$ cat src/rtl/uart_pkg.sv
// Shared UART definitions: transmit FSM states, parity modes and default bit timing.
// Intended for reuse by the receive path as well.
package uart_pkg;

  typedef enum logic [2:0] {
    IDLE   = 3'd0,
    START  = 3'd1,
    DATA   = 3'd2,
    PARITY = 3'd3,
    STOP   = 3'd4
  } uart_tx_state_t;

  localparam int PARITY_NONE = 0;
  localparam int PARITY_ODD  = 1;
  localparam int PARITY_EVEN = 2;

  // 50 MHz / 115200 baud
  localparam int UART_CLK_CNT_DEFAULT = 434;

  // Even: XOR of the data bits; odd: its inverse.
  function automatic logic calc_parity(input logic [7:0] data, input int mode);
    return (mode == PARITY_ODD) ? ~(^data) : (^data);
  endfunction

endpackage

$ cat src/rtl/uart_baud_gen.sv
// Bit-period timer: pulses bit_tick on the last clock of every bit while enabled.
// The counter is held at zero whenever the enable is low.
module uart_baud_gen
  import uart_pkg::*;
#(
  parameter int UART_CLK_CNT = UART_CLK_CNT_DEFAULT
) (
  input  logic clk,
  input  logic rst,
  input  logic en,
  output logic bit_tick
);

  localparam int CW = (UART_CLK_CNT > 2) ? $clog2(UART_CLK_CNT) : 1;
  localparam logic [CW-1:0] LAST = CW'(UART_CLK_CNT - 1);

  logic [CW-1:0] r_cnt;
  logic          w_last;

  assign w_last   = (r_cnt == LAST);
  assign bit_tick = en && w_last;

  always_ff @(posedge clk) begin
    if (rst || !en) begin
      r_cnt <= '0;
    end else if (w_last) begin
      r_cnt <= '0;
    end else begin
      r_cnt <= r_cnt + CW'(1);
    end
  end

endmodule

$ cat src/rtl/uart_tx.sv
// UART transmitter: valid/ready byte input, 8 data bits LSB first with optional
// parity and one or two stop bits; the serial pin is a registered output.
module uart_tx
  import uart_pkg::*;
#(
  parameter int UART_CLK_CNT = UART_CLK_CNT_DEFAULT,
  parameter int PARITY_MODE  = PARITY_NONE,
  parameter int STOP_BITS    = 1
) (
  input  logic       clk,
  input  logic       rst,
  input  logic [7:0] tx_data,
  input  logic       tx_valid,
  output logic       tx_ready,
  output logic       tx_busy,
  output logic       uart_tx_pin
);

  uart_tx_state_t r_state;
  logic [7:0]     r_shift;
  logic           r_parity;
  logic [2:0]     r_bit_idx;
  logic           r_stop_idx;
  logic           r_pin;
  logic           r_ready;
  logic           r_busy;

  logic           w_tick;
  logic           w_baud_en;
  logic           w_handshake;

  assign w_baud_en   = (r_state != IDLE);
  assign w_handshake = tx_valid && r_ready;

  assign tx_ready    = r_ready;
  assign tx_busy     = r_busy;
  assign uart_tx_pin = r_pin;

  uart_baud_gen #(
    .UART_CLK_CNT(UART_CLK_CNT)
  ) u_baud (
    .clk     (clk),
    .rst     (rst),
    .en      (w_baud_en),
    .bit_tick(w_tick)
  );

  // The pin is loaded one bit ahead: each tick registers the next bit's level,
  // and the shift register moves right so bit 1 is always the next data bit.
  always_ff @(posedge clk) begin
    if (rst) begin
      r_state    <= IDLE;
      r_shift    <= '0;
      r_parity   <= 1'b0;
      r_bit_idx  <= '0;
      r_stop_idx <= 1'b0;
      r_pin      <= 1'b1;
      r_ready    <= 1'b1;
      r_busy     <= 1'b0;
    end else begin
      case (r_state)
        IDLE: begin
          r_pin <= 1'b1;
          if (w_handshake) begin
            r_shift  <= tx_data;
            r_parity <= calc_parity(tx_data, PARITY_MODE);
            r_state  <= START;
            r_pin    <= 1'b0;
            r_ready  <= 1'b0;
            r_busy   <= 1'b1;
          end
        end

        START: begin
          if (w_tick) begin
            r_state   <= DATA;
            r_bit_idx <= '0;
            r_pin     <= r_shift[0];
          end
        end

        DATA: begin
          if (w_tick) begin
            if (r_bit_idx == 3'd7) begin
              if (PARITY_MODE != PARITY_NONE) begin
                r_state <= PARITY;
                r_pin   <= r_parity;
              end else begin
                r_state    <= STOP;
                r_stop_idx <= 1'b0;
                r_pin      <= 1'b1;
              end
            end else begin
              r_bit_idx <= r_bit_idx + 3'd1;
              r_pin     <= r_shift[1];
              r_shift   <= {1'b1, r_shift[7:1]};
            end
          end
        end

        PARITY: begin
          if (w_tick) begin
            r_state    <= STOP;
            r_stop_idx <= 1'b0;
            r_pin      <= 1'b1;
          end
        end

        STOP: begin
          r_pin <= 1'b1;
          if (w_tick) begin
            if (r_stop_idx == 1'(STOP_BITS - 1)) begin
              r_state <= IDLE;
              r_ready <= 1'b1;
              r_busy  <= 1'b0;
            end else begin
              r_stop_idx <= 1'b1;
            end
          end
        end

        default: begin
          r_state <= IDLE;
          r_pin   <= 1'b1;
          r_ready <= 1'b1;
          r_busy  <= 1'b0;
        end
      endcase
    end
  end

endmodule

$ cat config.mk
export PLATFORM = sky130hd
export DESIGN_NAME = uart_tx
export DESIGN_NICKNAME = d
export VERILOG_FILES = /design/src/rtl/uart_pkg.sv /design/src/rtl/uart_baud_gen.sv /design/src/rtl/uart_tx.sv
export SDC_FILE = /design/constraint.sdc
export NUM_CORES = 1
export LEC_CHECK = 0
export ABC_AREA = 1
export CORE_ASPECT_RATIO = 0.7
export CORE_UTILIZATION = 50
export DETAILED_ROUTE_END_ITERATION = 12
export PLACE_DENSITY = 0.69
export SLEW_MARGIN = 0
export SYNTH_ARGS = -nofsm -noshare
export SYNTH_HDL_FRONTEND = slang
export SYNTH_SLANG_ARGS = --single-unit
$ cat constraint.sdc
create_clock -name clk -period 3.1 [get_ports clk]
set_input_delay 0.465 -clock clk [delete_from_list [all_inputs] [get_ports clk]]
set_output_delay 0.465 -clock clk [all_outputs]
set_load 0.02 [all_outputs]
Yosys cells after proc, flatten, opt, wreduce, memory -nomap -nowiden
Index checks and enable logic that the tools add are counted.

cells by class
  $add $sub $neg = 2
  muxes and demuxes = 36
  bitwise operators = 1
  equality and inequality tests = 14
  reduce and logical (&&, ||, !) cells = 17

operator list
  cell                   count
  $mux W3                10
  $mux W8                3
  $mux W1                16
  $pmux W8 S2            1
  $pmux W3 S5            1
  $reduce_and A4 Y1      3
  $add A9 B1 Y9 const B  1
  $eq A9 B9 Y1 const B   1
  $pmux W1 S3            3
  $ne A2 B1 Y1 const B   4
  $ne A2 B2 Y1 const B   4
  $reduce_and A7 Y1      1
  $eq A3 B2 Y1 const B   2
  $eq A3 B3 Y1 const B   2
  $pmux W3 S2            1
  $reduce_bool A3 Y1     2
  $reduce_and A5 Y1      1
  $pmux W1 S4            1
  $reduce_bool A2 Y1     2
  $add A3 B1 Y3 const B  1
  $eq A3 B1 Y1 const B   1
  $logic_not A3 Y1       1
  $reduce_and A3 Y1      1
  $reduce_or A3 Y1       1
  other kinds (5)        6

word-level totals
  register bits after elaboration = 27
  output and inout bits = 3
  word-level logic and storage cells = 78
  input bits = 11

Longest topological paths before layout
Gate-level depths: netlist of the first run.

  depth after elaboration = 4
  mapped depth = 11
  depth with buffers taken out = 11

Modules after synthesis
From an unflattened synthesis of the first run, not the netlist that was laid out.

unflattened totals
  cells, all modules = 219
  area, all modules = 1481.4 sq um

by module, submodules not included
  module         times used  area an instance (sq um)  cells an instance
  uart_tx        1           1013.5                    154
  uart_baud_gen  1           467.9                     65

Worst setup path after synthesis of the first run
OpenSTA, ideal clock, no wires.

  path type = register to register
  start = register u_baud.r_cnt[0]
  end = register r_shift[3]
  data arrival time = 1.258 ns
  path slack = 1.727 ns
  stages on the path, launching flop included = 10
  cell sequence = dfxtp_1 ha_1 nand2_1 nor2_2 nand2_2 o21ai_4 buf_6 nand3b_1 nand2_1 nor2_1

between the ends
  cells in the longest elaborated chain, start to end = 4

ends and longest elaborated chain
  item                                line                 source
  from (decl)                         uart_baud_gen.sv:17  logic [CW-1:0] r_cnt;
  from (signal assigned)              uart_baud_gen.sv:29  r_cnt <= r_cnt + CW'(1);
  $eq A9 B9 Y1                        uart_baud_gen.sv:20  assign w_last = (r_cnt == LAST);
  $logic_and A1 B1 Y1                 uart_baud_gen.sv:21  assign bit_tick = en && w_last;
  $ne A2 B1 Y1 (no source line)       n/a
  $reduce_and A4 Y1 (no source line)  n/a
  to (signal assigned)                uart_tx.sv:65        r_shift <= tx_data;
  to (signal assigned)                uart_tx.sv:96        r_shift <= {1'b1, r_shift[7:1]};
  to (decl)                           uart_tx.sv:20        logic [7:0] r_shift;

Every way passes these cells.
A chain may end at the register's enable or synchronous reset.

Worst setup path in the final report of the first run
  start = input port rst
  end = register u_baud.r_cnt[7]

between the ends
  cells in the longest elaborated chain, start to end = 2

ends and longest elaborated chain
  item                               line                 source
  from (decl)                        uart_tx.sv:11        input logic rst,
  $logic_or A1 B1 Y1                 uart_baud_gen.sv:24  if (rst || !en) begin
  $reduce_or A2 Y1 (no source line)  n/a

Every way passes these cells.

==> qor.csv, run 1 <==
metric,value,unit
post_cts resized,0,
Overflow after GRT,0,
Setup Total Neg Slack,0,ns
layout cell share with drive strength beyond 1,11.1,%
"Clk pin slew, worst setup/hold paths",0.08,ns
Synth Instances,195,
sequential element share of the synthesized area,38.1,%
Die ar.,2950,um^2
Synth cell types,23,
chip width,64.5,um
Pwr Density,899,nW/um^2
Final HPWL DP,2160,um
TritonCTS clock tree,built,
Vias,1231,
RSZ-0062 raised after global routing,no,
relative slew slack,69.1,%
CTS max path bufs,2,
data required time of the worst path,3.28,ns
Final Slew Violations,0,
Hold/Removal Path Class,reg2reg,
final hold violation count,0,
critical-path maximum fanout,14,
Clock Skew,0.00354,ns
"Cell Area, Synth",1370,um^2
Core ar.,2530,um^2
worst hold margin,0.490,ns
Cell Rows,15,
CP Capture Type,flip-flop,
most frequent cells in the layout,"54 x nand2_1, 31 x nor2_1, 26 x dfxtp_1, 13 x nand3_1, 13 x clkdlybuf4s50_1",
cell area after layout,1560,um^2
Total GRT Usage,20.7,%
FF-to-FF Start,r_state[1]$_SDFFE_PP0P_,
"Cell Count, Final, Fillers Out",242,
# diodes,0,
# fillers,237,
period utilization,56.0,%
setup bufs post-CTS,0,
Initial Utilization,53.9,%
CTS H-tree depth,1,
fin crit period,1.74,ns
syn_area_per_cell,7.01,um^2
"commonest non-fill, non-tap cell in the layout",nand2_1,
Final Util,61.6,%
register bit total from synthesis,26,
CP startpoint kind,primary input,
Pre-antenna DRT Iters,4,
yosys warns,0,
Post-Place Cells,238,
vias per cell,5.09,
largest net degree at the start of global routing,17,
port bufs,13,
CP arrival,1.92,ns
Layout area overhead,14.3,%
First DRT Iteration DRCs,83,
antenna violations before repair,0,
worst hold start,r_shift[6]$_SDFFE_PP0P_,
Max Cap Viol,0,
dpl cell area,1510,um^2
RePlAce Congestion,0.865,
first-pass GRT wire length,4550,um
WL/cell,11.7,um
Critical Path Source,rst,
Top-Level Pins,14,
Worst-Skew Late Latency,0.27,ns
outcome,"complete, no violations",
Nets,224,
WL final,2830,um
clk sinks,26,
Least-Margin Pin Slew,0.463,ns
Num CTS Buffers,3,
Die Y,45.7,um
Worst VDD drop,0.000418,V
Crit Path Class,in2reg,
max frequency,576,MHz
Root Buffer,clkbuf_8,
Final setup viols,0,
vias in the first global route,1036,
Routed Antenna Nets,0,
DRC,0,
syn_nets,210,
Static Leakage,0.000693,uW
hold-fix buffers at CTS,0,
-- critical path, cell delays in order --
cell and delay [ns]:
clkdlybuf4s50_1 0.49, inv_1 0.39, nand3_2 0.28, nor3b_1 0.29
-- layout make-up --
cell class	count	area, um^2	area share, %
clock buffer	4	55.1	3.53
inverter	14	52.6	3.37
multi-input combinational	151	761	48.7
sequential	26	520	33.3
tap	34	42.5	2.72
timing repair buffer	13	130	8.33
-- final timing paths --
check / endpoint / slack (ns) / depth (start not counted)
max reg2reg: r_shift[1]$_SDFFE_PP0P_ / 1.45 / 7
max: u_baud.r_cnt[7]$_SDFF_PP0_ / 1.36 / 4
min reg2reg: r_shift[6]$_SDFFE_PP0P_ / 0.49 / 2
min: r_shift[6]$_SDFFE_PP0P_ / 0.49 / 2
-- logic make-up (layout without fill, tap and decap cells) --
family          count (synthesis)  in the layout  share of synthesized area [%]
xor+xnor                        2              2                           1.28
buf+inv                        18             31                           6.23
flops                          26             26                           38.1
compound gates                 22             22                           9.62
simple gates                  123            123                           41.1
fa+ha+maj                       4              4                           3.66
-- report_power, final --
| group | internal [uW] | switching, uW |
|---|---|---|
| clock | 114 | 104 |
| sequential | 423 | 71.4 |
| combinational | 251 | 441 |
-- cells in the mapped netlist --
master | count | share of area [%]
nor2_4 | 1 | 0.82
nand3b_1 | 8 | 4.4
nor3_1 | 1 | 0.37
nor2_1 | 31 | 8.5
dfxtp_1 | 26 | 38
nand3_2 | 1 | 0.73
nand2_2 | 6 | 2.7
inv_1 | 10 | 2.7
buf_2 | 2 | 0.73
nand4_1 | 1 | 0.46
xor2_1 | 2 | 1.3
o21a_1 | 1 | 0.55
inv_2 | 4 | 1.1
a21oi_2 | 2 | 1.3
o21ai_0 | 7 | 2.6
nand3_1 | 13 | 4.8
nor2_2 | 4 | 1.8
nor3b_1 | 3 | 1.6
ha_1 | 4 | 3.7
buf_6 | 2 | 1.6
o21ai_4 | 1 | 1.2
a21oi_1 | 11 | 4.0
nand2_1 | 54 | 15
-- sequential cells by signal, indices dropped and copies added, names as in the netlist --
signal	flops
r_state	3
uart_tx_pin	1
tx_ready	1
r_bit_idx	3
tx_busy	1
r_shift	8
u_baud.r_cnt	9
-- metrics by stage --
step                      power [uW]  worst slack (ns)
final                           1400              1.36
after global routing            1520              1.22
after CTS                       1410              1.36
after detailed placement        1190              1.11
after global placement          1170              1.16
after floorplan                 1060              1.73
-- metal layers --
layer	global-route usage, %	part of all wire [%]
met2	33.5	44
met5	0	0
met4	3.56	0.14
met1	28.1	51
met3	6.00	4.7
(Power assumes the default switching activity.)
==> run 2, diff against run 1 <==
Clock period 3.1 ns to 1.7 ns, I/O delays scaled along.
==> run 2 against run 1 <==
Effect of this change: via count grew 1.2%; register-to-register slack lost 1.3 ns; combinational power grew 100%; design area grew 4.4%; die area is the same; power grew 100%; routed wire length grew 0.49%; critical endpoint is now tx_ready; largest cell class unchanged.
==> qor.csv, run 2 (synthesis gave the netlist of run 1 again) <==
metric,value,unit
outcome,"complete, no violations",
Routed Antenna Nets,0,
chip width,64.5,um
fin crit period,1.52,ns
Static Leakage,0.000729,uW
Max Cap Viol,0,
vias per cell,5.04,
Cell Rows,15,
# fillers,239,
critical-path maximum fanout,4,
Crit Path Class,reg2out,
Initial Utilization,53.9,%
period utilization,89.5,%
Worst Hold Path Cells,2,
Top-Level Pins,14,
RSZ-0062 raised after global routing,no,
CTS max path bufs,2,
WL final,2850,um
Die ar.,2950,um^2
worst hold start,tx_busy$_SDFFE_PP0P_,
CP arrival,1.27,ns
hold-fix buffers at CTS,0,
vias in the first global route,1039,
DRC,0,
Least-Margin Pin Slew,0.313,ns
ordered list of cells on the worst path,clkdlybuf4s50_1,
WL/cell,11.5,um
FF-to-FF Start,u_baud.r_cnt[0]$_SDFF_PP0_,
max frequency,657,MHz
Reg-to-Reg End,r_state[2]$_SDFFE_PP0P_,
first-pass GRT wire length,4640,um
Root Buffer,clkbuf_8,
CTS H-tree depth,1,
Pre-antenna DRT Iters,4,
Worst VDD drop,0.000798,V
Total GRT Usage,21.1,%
Core ar.,2530,um^2
Final Util,64.3,%
TritonCTS clock tree,built,
final hold violation count,0,
Nets,229,
Layout area overhead,19.3,%
relative slew slack,79.0,%
cell area after layout,1630,um^2
layout cell share with drive strength beyond 1,13.6,%
most frequent cells in the layout,"54 x nand2_1, 30 x nor2_1, 26 x dfxtp_1, 13 x nand3_1, 13 x clkdlybuf4s50_1",
Die Y,45.7,um
Setup Total Neg Slack,0,ns
slowest cell on the critical path,clkdlybuf4s50_1,
Reg with most FFs,u_baud.r_cnt,
CP startpoint kind,flip-flop,
CP Capture Type,output pin,
Num CTS Buffers,3,
Worst R2R Setup Slack,0.19,ns
Clock Skew,0.00217,ns
RePlAce Congestion,0.823,
Reg2Reg Depth,9,
WP buf/inv,1,
Post-Place Cells,242,
Vias,1246,
data required time of the worst path,1.44,ns
dpl cell area,1540,um^2
"Clk pin slew, worst setup/hold paths",0.09,ns
"commonest non-fill, non-tap cell in the layout",nand2_1,
CP max stage delay,0.62,ns
Top delay family on crit path,buffers and inverters,
largest net degree at the start of global routing,17,
Worst-Skew Late Latency,0.27,ns
clk sinks,26,
antenna violations before repair,0,
Final Slew Violations,0,
Overflow after GRT,0,
"Cell Count, Final, Fillers Out",247,
Hold Path End,tx_busy$_SDFFE_PP0P_,
Final setup viols,0,
port bufs,13,
Pwr Density,1720,nW/um^2
max reg flops,9,
Hold/Removal Path Class,reg2reg,
largest registers,"u_baud.r_cnt x9, r_shift x8",
First DRT Iteration DRCs,101,
# diodes,0,
Final HPWL DP,2130,um
## run 2: layout make-up
type,instances,area (um^2),area share (%)
clock buffer,3,41.3,2.53
clock inverter,1,30.0,1.84
inverter,14,52.6,3.22
multi-input combinational,151,763,46.8
sequential,26,520,31.9
tap,34,42.5,2.61
timing repair buffer,18,180,11.1
## run 2: through the flow
stage / power, uW / hold slack, ns / worst slack (ns)
after detailed placement: 2190 / 0.464 / 0.145
after global placement: 2160 / 0.450 / 0.172
final: 2810 / 0.470 / 0.178
after global routing: 3040 / 0.507 / 0.0178
after CTS: 2720 / 0.478 / 0.111
after floorplan: 1940 / 0.324 / 0.327
## run 2: worst max path at each step
stage	start	end	slack, ns	depth (start not counted)
after global placement	tx_valid	r_shift[7]$_SDFFE_PP0P_	0.17	8
final	tx_ready$_SDFFE_PP1P_	tx_ready	0.18	1
after global routing	u_baud.r_cnt[0]$_SDFF_PP0_	r_state[2]$_SDFFE_PP0P_	0.02	9
after floorplan	u_baud.r_cnt[0]$_SDFF_PP0_	r_shift[3]$_SDFFE_PP0P_	0.33	9
after detailed placement	u_baud.r_cnt[0]$_SDFF_PP0_	r_shift[5]$_SDFFE_PP0P_	0.15	8
after CTS	u_baud.r_cnt[0]$_SDFF_PP0_	r_shift[0]$_SDFFE_PP0P_	0.11	8
## run 2: routing by layer
layer	routed length (um)	part of all wire, %	GRT usage [%]	vias up
met5	0	0	0	-
met4	12	0.42	4.00	0
met3	125	4.4	6.00	2
met2	1190	42	32.6	22
met1	1520	53	29.7	560
li1	-	-	-	662
## run 2: repair_timing
item,in CTS,in global routing
endpoints found under the setup margin,0,7
gates resized for setup,0,1
buffers inserted,0,1
## run 2: power breakdown
group          leakage [uW]  internal [uW]  total (uW)  switching (uW)
Clock             0.0000357            315         513             198
Sequential         0.000213            772         894             122
Combinational      0.000480            562        1410             843
==> run 3, diff against run 2 <==
Settings changed: CORE_UTILIZATION 50 to 45, PLACE_DENSITY 0.69 to 0.66.
==> run 3 against run 2 <==
Effect of this change: count of clock-buffer cells in the layout stayed put; die area is 11% higher; maximum frequency is 0.43% higher; register-to-register slack hardly changed; via count is 0.32% higher; final cell count is 0.81% higher; sequential share of layout area is 0.70 points higher.
==> qor.csv, run 3 (synthesis gave the netlist of run 1 again) <==
metric,value,unit
Core ar.,2840,um^2
most frequent cells in the layout,"54 x nand2_1, 31 x nor2_1, 26 x dfxtp_1, 13 x nand3_1, 13 x clkdlybuf4s50_1",
Initial Utilization,48.1,%
Vias,1250,
Pre-antenna DRT Iters,4,
CTS H-tree depth,1,
Die ar.,3260,um^2
RePlAce Congestion,0.792,
Setup Total Neg Slack,0,ns
Worst-Skew Late Latency,0.26,ns
clk sinks,26,
DRC,0,
fin crit period,1.52,ns
period utilization,89.2,%
critical-path maximum fanout,4,
Root Buffer,clkbuf_8,
ordered list of cells on the worst path,clkdlybuf4s50_1,
Top-Level Pins,14,
worst hold margin,0.460,ns
WL/cell,10.9,um
hold-fix buffers at CTS,0,
Final Util,56.1,%
max reg flops,9,
# fillers,299,
layout cell share with drive strength beyond 1,13.1,%
CTS max path bufs,2,
Layout area overhead,16.8,%
CP startpoint kind,flip-flop,
"commonest non-fill, non-tap cell in the layout",nand2_1,
Final Slew Violations,0,
Reg with most FFs,u_baud.r_cnt,
vias per cell,5.02,
# diodes,0,
TritonCTS clock tree,built,
Max Cap Viol,0,
final hold violation count,0,
Crit Path Class,reg2out,
CP Capture Type,output pin,
relative slew slack,78.4,%
WP buf/inv,1,
cell area after layout,1600,um^2
max frequency,660,MHz
Nets,230,
Hold/Removal Path Class,reg2reg,
Final HPWL DP,2110,um
Cell Rows,16,
largest registers,"u_baud.r_cnt x9, r_shift x8",
outcome,"complete, no violations",
First DRT Iteration DRCs,51,
Worst VDD drop,0.000706,V
WL final,2710,um
antenna violations before repair,0,
port bufs,13,
"Clk pin slew, worst setup/hold paths",0.08,ns
RSZ-0062 raised after global routing,no,
first-pass GRT wire length,4420,um
data required time of the worst path,1.44,ns
dpl cell area,1540,um^2
largest net degree at the start of global routing,17,
Top delay family on crit path,buffers and inverters,
Total GRT Usage,18.7,%
Final setup viols,0,
CP arrival,1.26,ns
total power,2570,uW
Num CTS Buffers,3,
slowest cell on the critical path,clkdlybuf4s50_1,
post_cts resized,0,
Pwr Density,1610,nW/um^2
CP max stage delay,0.62,ns
Routed Antenna Nets,0,
Least-Margin Pin Slew,0.322,ns
Clock Skew,0.00206,ns
Die Y,48.1,um
Overflow after GRT,0,
Static Leakage,0.000714,uW
vias in the first global route,977,
chip width,67.9,um
==> run 3: cell count changes in the layout (fill, tap and decap cells not counted) <==
| cell | before | now |
|---|---|---|
| nor2_2 | 5 | 4 |
| buf_12 | 1 | 0 |
| nor2_1 | 30 | 31 |
| buf_4 | 4 | 6 |
| bufinv_16 | 1 | 0 |
==> run 3: power by group <==
group / switching (uW) / total, uW / internal [uW]
combinational: 822 / 1360 / 533
sequential: 118 / 889 / 772
clock: 171 / 329 / 158
==> run 3: layer usage <==
layer | vias to the layer above | share of wire (%) | global-route usage (%)
met3 | 2 | 4.4 | 6.31
met4 | 0 | 0.70 | 4.58
met5 | - | 0 | 0
met2 | 23 | 42 | 27.1
met1 | 559 | 53 | 26.8
li1 | 666 | - | -
==> run 3: layout make-up <==
type                    instances  area, um^2  share of cell area, %
multi-input cells             151         761                   47.7
flip-flops and latches         26         520                   32.6
well taps                      36        45.0                   2.82
repair buffers                 19         175                   11.0
clock buffers                   3        41.3                   2.59
inverters                      14        52.6                   3.29
==> run 3: what timing repair did <==
item / CTS / global route
setup endpoints to repair: 0 / 7
endpoints found under the hold margin: 0 / 0
setup buffers: 0 / 2
==> run 3: final timing paths <==
kind                              from                       to  slack, ns  depth (start not counted)
max              tx_ready$_SDFFE_PP1P_                 tx_ready       0.18                          1
min               tx_busy$_SDFFE_PP0P_     tx_busy$_SDFFE_PP0P_       0.46                          2
max reg2reg  r_bit_idx[0]$_SDFFE_PP0P_  r_shift[7]$_SDFFE_PP0P_       0.20                          8
min reg2reg       tx_busy$_SDFFE_PP0P_     tx_busy$_SDFFE_PP0P_       0.46                          2
==> run 3: per-stage QoR <==
step           setup slack (ns)  std cells
4_1_cts                   0.112        247
6_report                  0.184        249
3_5_place_dp              0.133        244
3_3_place_gp              0.138        244
5_1_grt                 0.00483        249
2_1_floorplan             0.327        195
==> RTL change: new RTL, flow settings as in run 3 <==
Reset style: asynchronous (`rst`), changed in one clocked block.
--- a/src/rtl/uart_tx.sv
+++ b/src/rtl/uart_tx.sv
@@ -49,3 +49,3 @@
   // and the shift register moves right so bit 1 is always the next data bit.
-  always_ff @(posedge clk) begin
+  always_ff @(posedge clk or posedge rst) begin
     if (rst) begin
Check against the original RTL: differs if rst is asserted again (counterexample within 4 cycles, from zero or initial values and one cycle with rst high); with rst held inactive, the same outputs for 10 cycles.
==> RTL change against run 3 <==
Register-to-register slack better by 0.04 ns; critical endpoint is now uart_tx_pin; sequential share of layout area up 4.8 points; count of clock-buffer cells in the layout up 1; area after synthesis up 1.9%; final area up 1.7%; core utilization up 0.57 points; sequential cell count unchanged; hold slack worse by 0.10 ns; critical path depth unchanged; worst setup slack worse by 0.15 ns; wire length up 0.52%.
Power is not compared: it rests on default switching activity, and its combinational part moved more than twofold at a synthesized area within 25%.
==> RTL change: results (changes against run 3) <==
| Metric | Value |
|---|---|
| Largest net degree at the start of global routing | 18 (was 17) |
| Setup Viol. Count Final | 0 (unchanged) |
| Cell Int Power | 0.808 mW |
| Synth async-reset ratio | 0.654 (was 0) |
| Yosys warns | 0 (unchanged) |
| FILL cells | 278 (was 299) |
| Clock slew at reported path FFs | ~0.09 ns |
| Final wirelength | 2.73 mm (was 2.71 mm) |
| Place WS | 0.231 ns (was 0.133 ns) |
| Max Root-Sink Buffers | 2 (unchanged) |
| Placed cell area | 0.00158 mm² (was 0.00154 mm²) |
| Largest regs | u_baud.r_cnt: 9 flops, r_shift: 8 flops (unchanged) |
| Vias | 1203 (was 1250) |
| Worst skew pair latency | 0.27 ns |
| Peak supply drop | 408 µV |
| Initial antenna violation count | 0 (unchanged) |
| Detailed placement HPWL | 2.09 mm (was 2.11 mm) |
| Antenna Cells | 0 (unchanged) |
| I/O Buffers | 13 (unchanged) |
| Slew at the pin closest to its max-slew limit | 0.237 ns (was 0.322 ns) |
| Distinct cell type count after synthesis | 24 (was 23) |
| WL/cell | 11.0 µm (was 10.9 µm) |
| Gate Count Post-Synth | 193 (was 195) |
| Most used DFF post-synth | dfrtp_1 (was dfxtp_1) |
| Global-route wire length before repair | 4.87 mm (was 4.42 mm) |
| Hold Crit Class | primary input to asynchronous set/reset pin (was register to register) |
| Seq/Total Area, Yosys | 0.437 (was 0.381) |
| Max incr delay on CP | 0.60 ns (was 0.62 ns) |
| FP Rows | 16 (unchanged) |
| Clk root buf | clkbuf_8 (unchanged) |
| Inst Count DP | 243 (was 244) |
| RePlAce Congestion | 0.867 (was 0.792) |
| Maximum fanout along the worst path | 2 (was 4) |
| CTS Buf Count | 3 (unchanged) |
| DR iter-0 viols | 56 (was 51) |
| Arrival time worst endpoint | 1.41 ns (was 1.26 ns) |
| Total GRT Usage | 0.197 (was 0.187) |
| DRT Pass-1 Iters | 4 (unchanged) |
| Power in sequential cells | 0.615 mW |
| CTS H-tree depth | 1 (unchanged) |
| Mapped Nets | 208 (was 210) |
| Final layout net count | 227 (was 230) |
| Top cells by area, synth | dfrtp_1 27%, nand2_1 20%, dfxtp_1 13%, nand3_1 7.2%, nor2_1 4.6% (was dfxtp_1 38%, nand2_1 15%, nor2_1 8.5%, nand3_1 4.8%, nand3b_1 4.4%) |
| Layout cells sized above 1 | 0.114 (was 0.131) |
| Synth top cells by count | 76 x nand2_1, 20 x nand3_1, 17 x nor2_1 (was 54 x nand2_1, 31 x nor2_1, 26 x dfxtp_1) |
| Crit path max-delay family | buffers and inverters (unchanged) |
| Combinational group share of total power | 0.042 |
| Outcome | completed (unchanged) |
| Clock skew | 0.00711 ns (was 0.00206 ns) |
| Vias in the first global route | 1093 (was 977) |
==> RTL change: area by class of cell <==
type | instances | share of cell area
inverters | 18 | 0.0416
clock buffers | 4 | 0.0278
flip-flops and latches | 26 | 0.375
repair buffers | 15 | 0.0910
multi-input cells | 148 | 0.437
well taps | 36 | 0.0278
==> RTL change: repair_timing <==
item	4_1_cts	5_1_grt
hold buffers	0	0
gates resized for setup	0	1
endpoints found under the setup margin	0	1
buffers inserted	0	0
==> RTL change: stage by stage <==
stage / power [mW] / utilization / hold slack, ns
6_report: 1.02 / 0.567 / 0.359
3_3_place_gp: 0.671 / 0.550 / 0.451
4_1_cts: 1.04 / 0.566 / 0.374
2_1_floorplan: 0.642 / - / 0.195
5_1_grt: 1.06 / 0.567 / 0.407
3_5_place_dp: 0.671 / 0.550 / 0.460
==> RTL change: layer usage <==
layer	part of all wire	vias to the layer above	track usage
met2	0.38	25	0.258
li1	-	641	-
met4	0.0048	0	0.0417
met1	0.57	535	0.309
met5	0	-	0
met3	0.049	2	0.0637
==> RTL change: final timing paths <==
kind	startpoint	end	slack (ns)	cells after the start
max	uart_tx_pin	uart_tx_pin	0.04	1
min	rst	r_shift[6]	0.36	3
max reg2reg	r_bit_idx[0]	r_shift[6]	0.24	8
min reg2reg	r_shift[5]	r_shift[5]	0.48	2
max in group asynchronous	rst	uart_tx_pin	1.09	3
min in group clk	r_shift[5]	r_shift[5]	0.48	2
==> RTL change: kinds of logic (layout without fill, tap and decap cells) <==
group                      Yosys count  count (layout)  share of synthesized area
and+or+nand+nor                    133             133                      0.426
DFF                                 26              26                      0.437
buffers and inverters               19              37                     0.0539
AOI/OAI and AO/OA                    8               8                     0.0287
adders and majority gates            4               4                     0.0359
xor gates and xnor gates             3               3                     0.0189
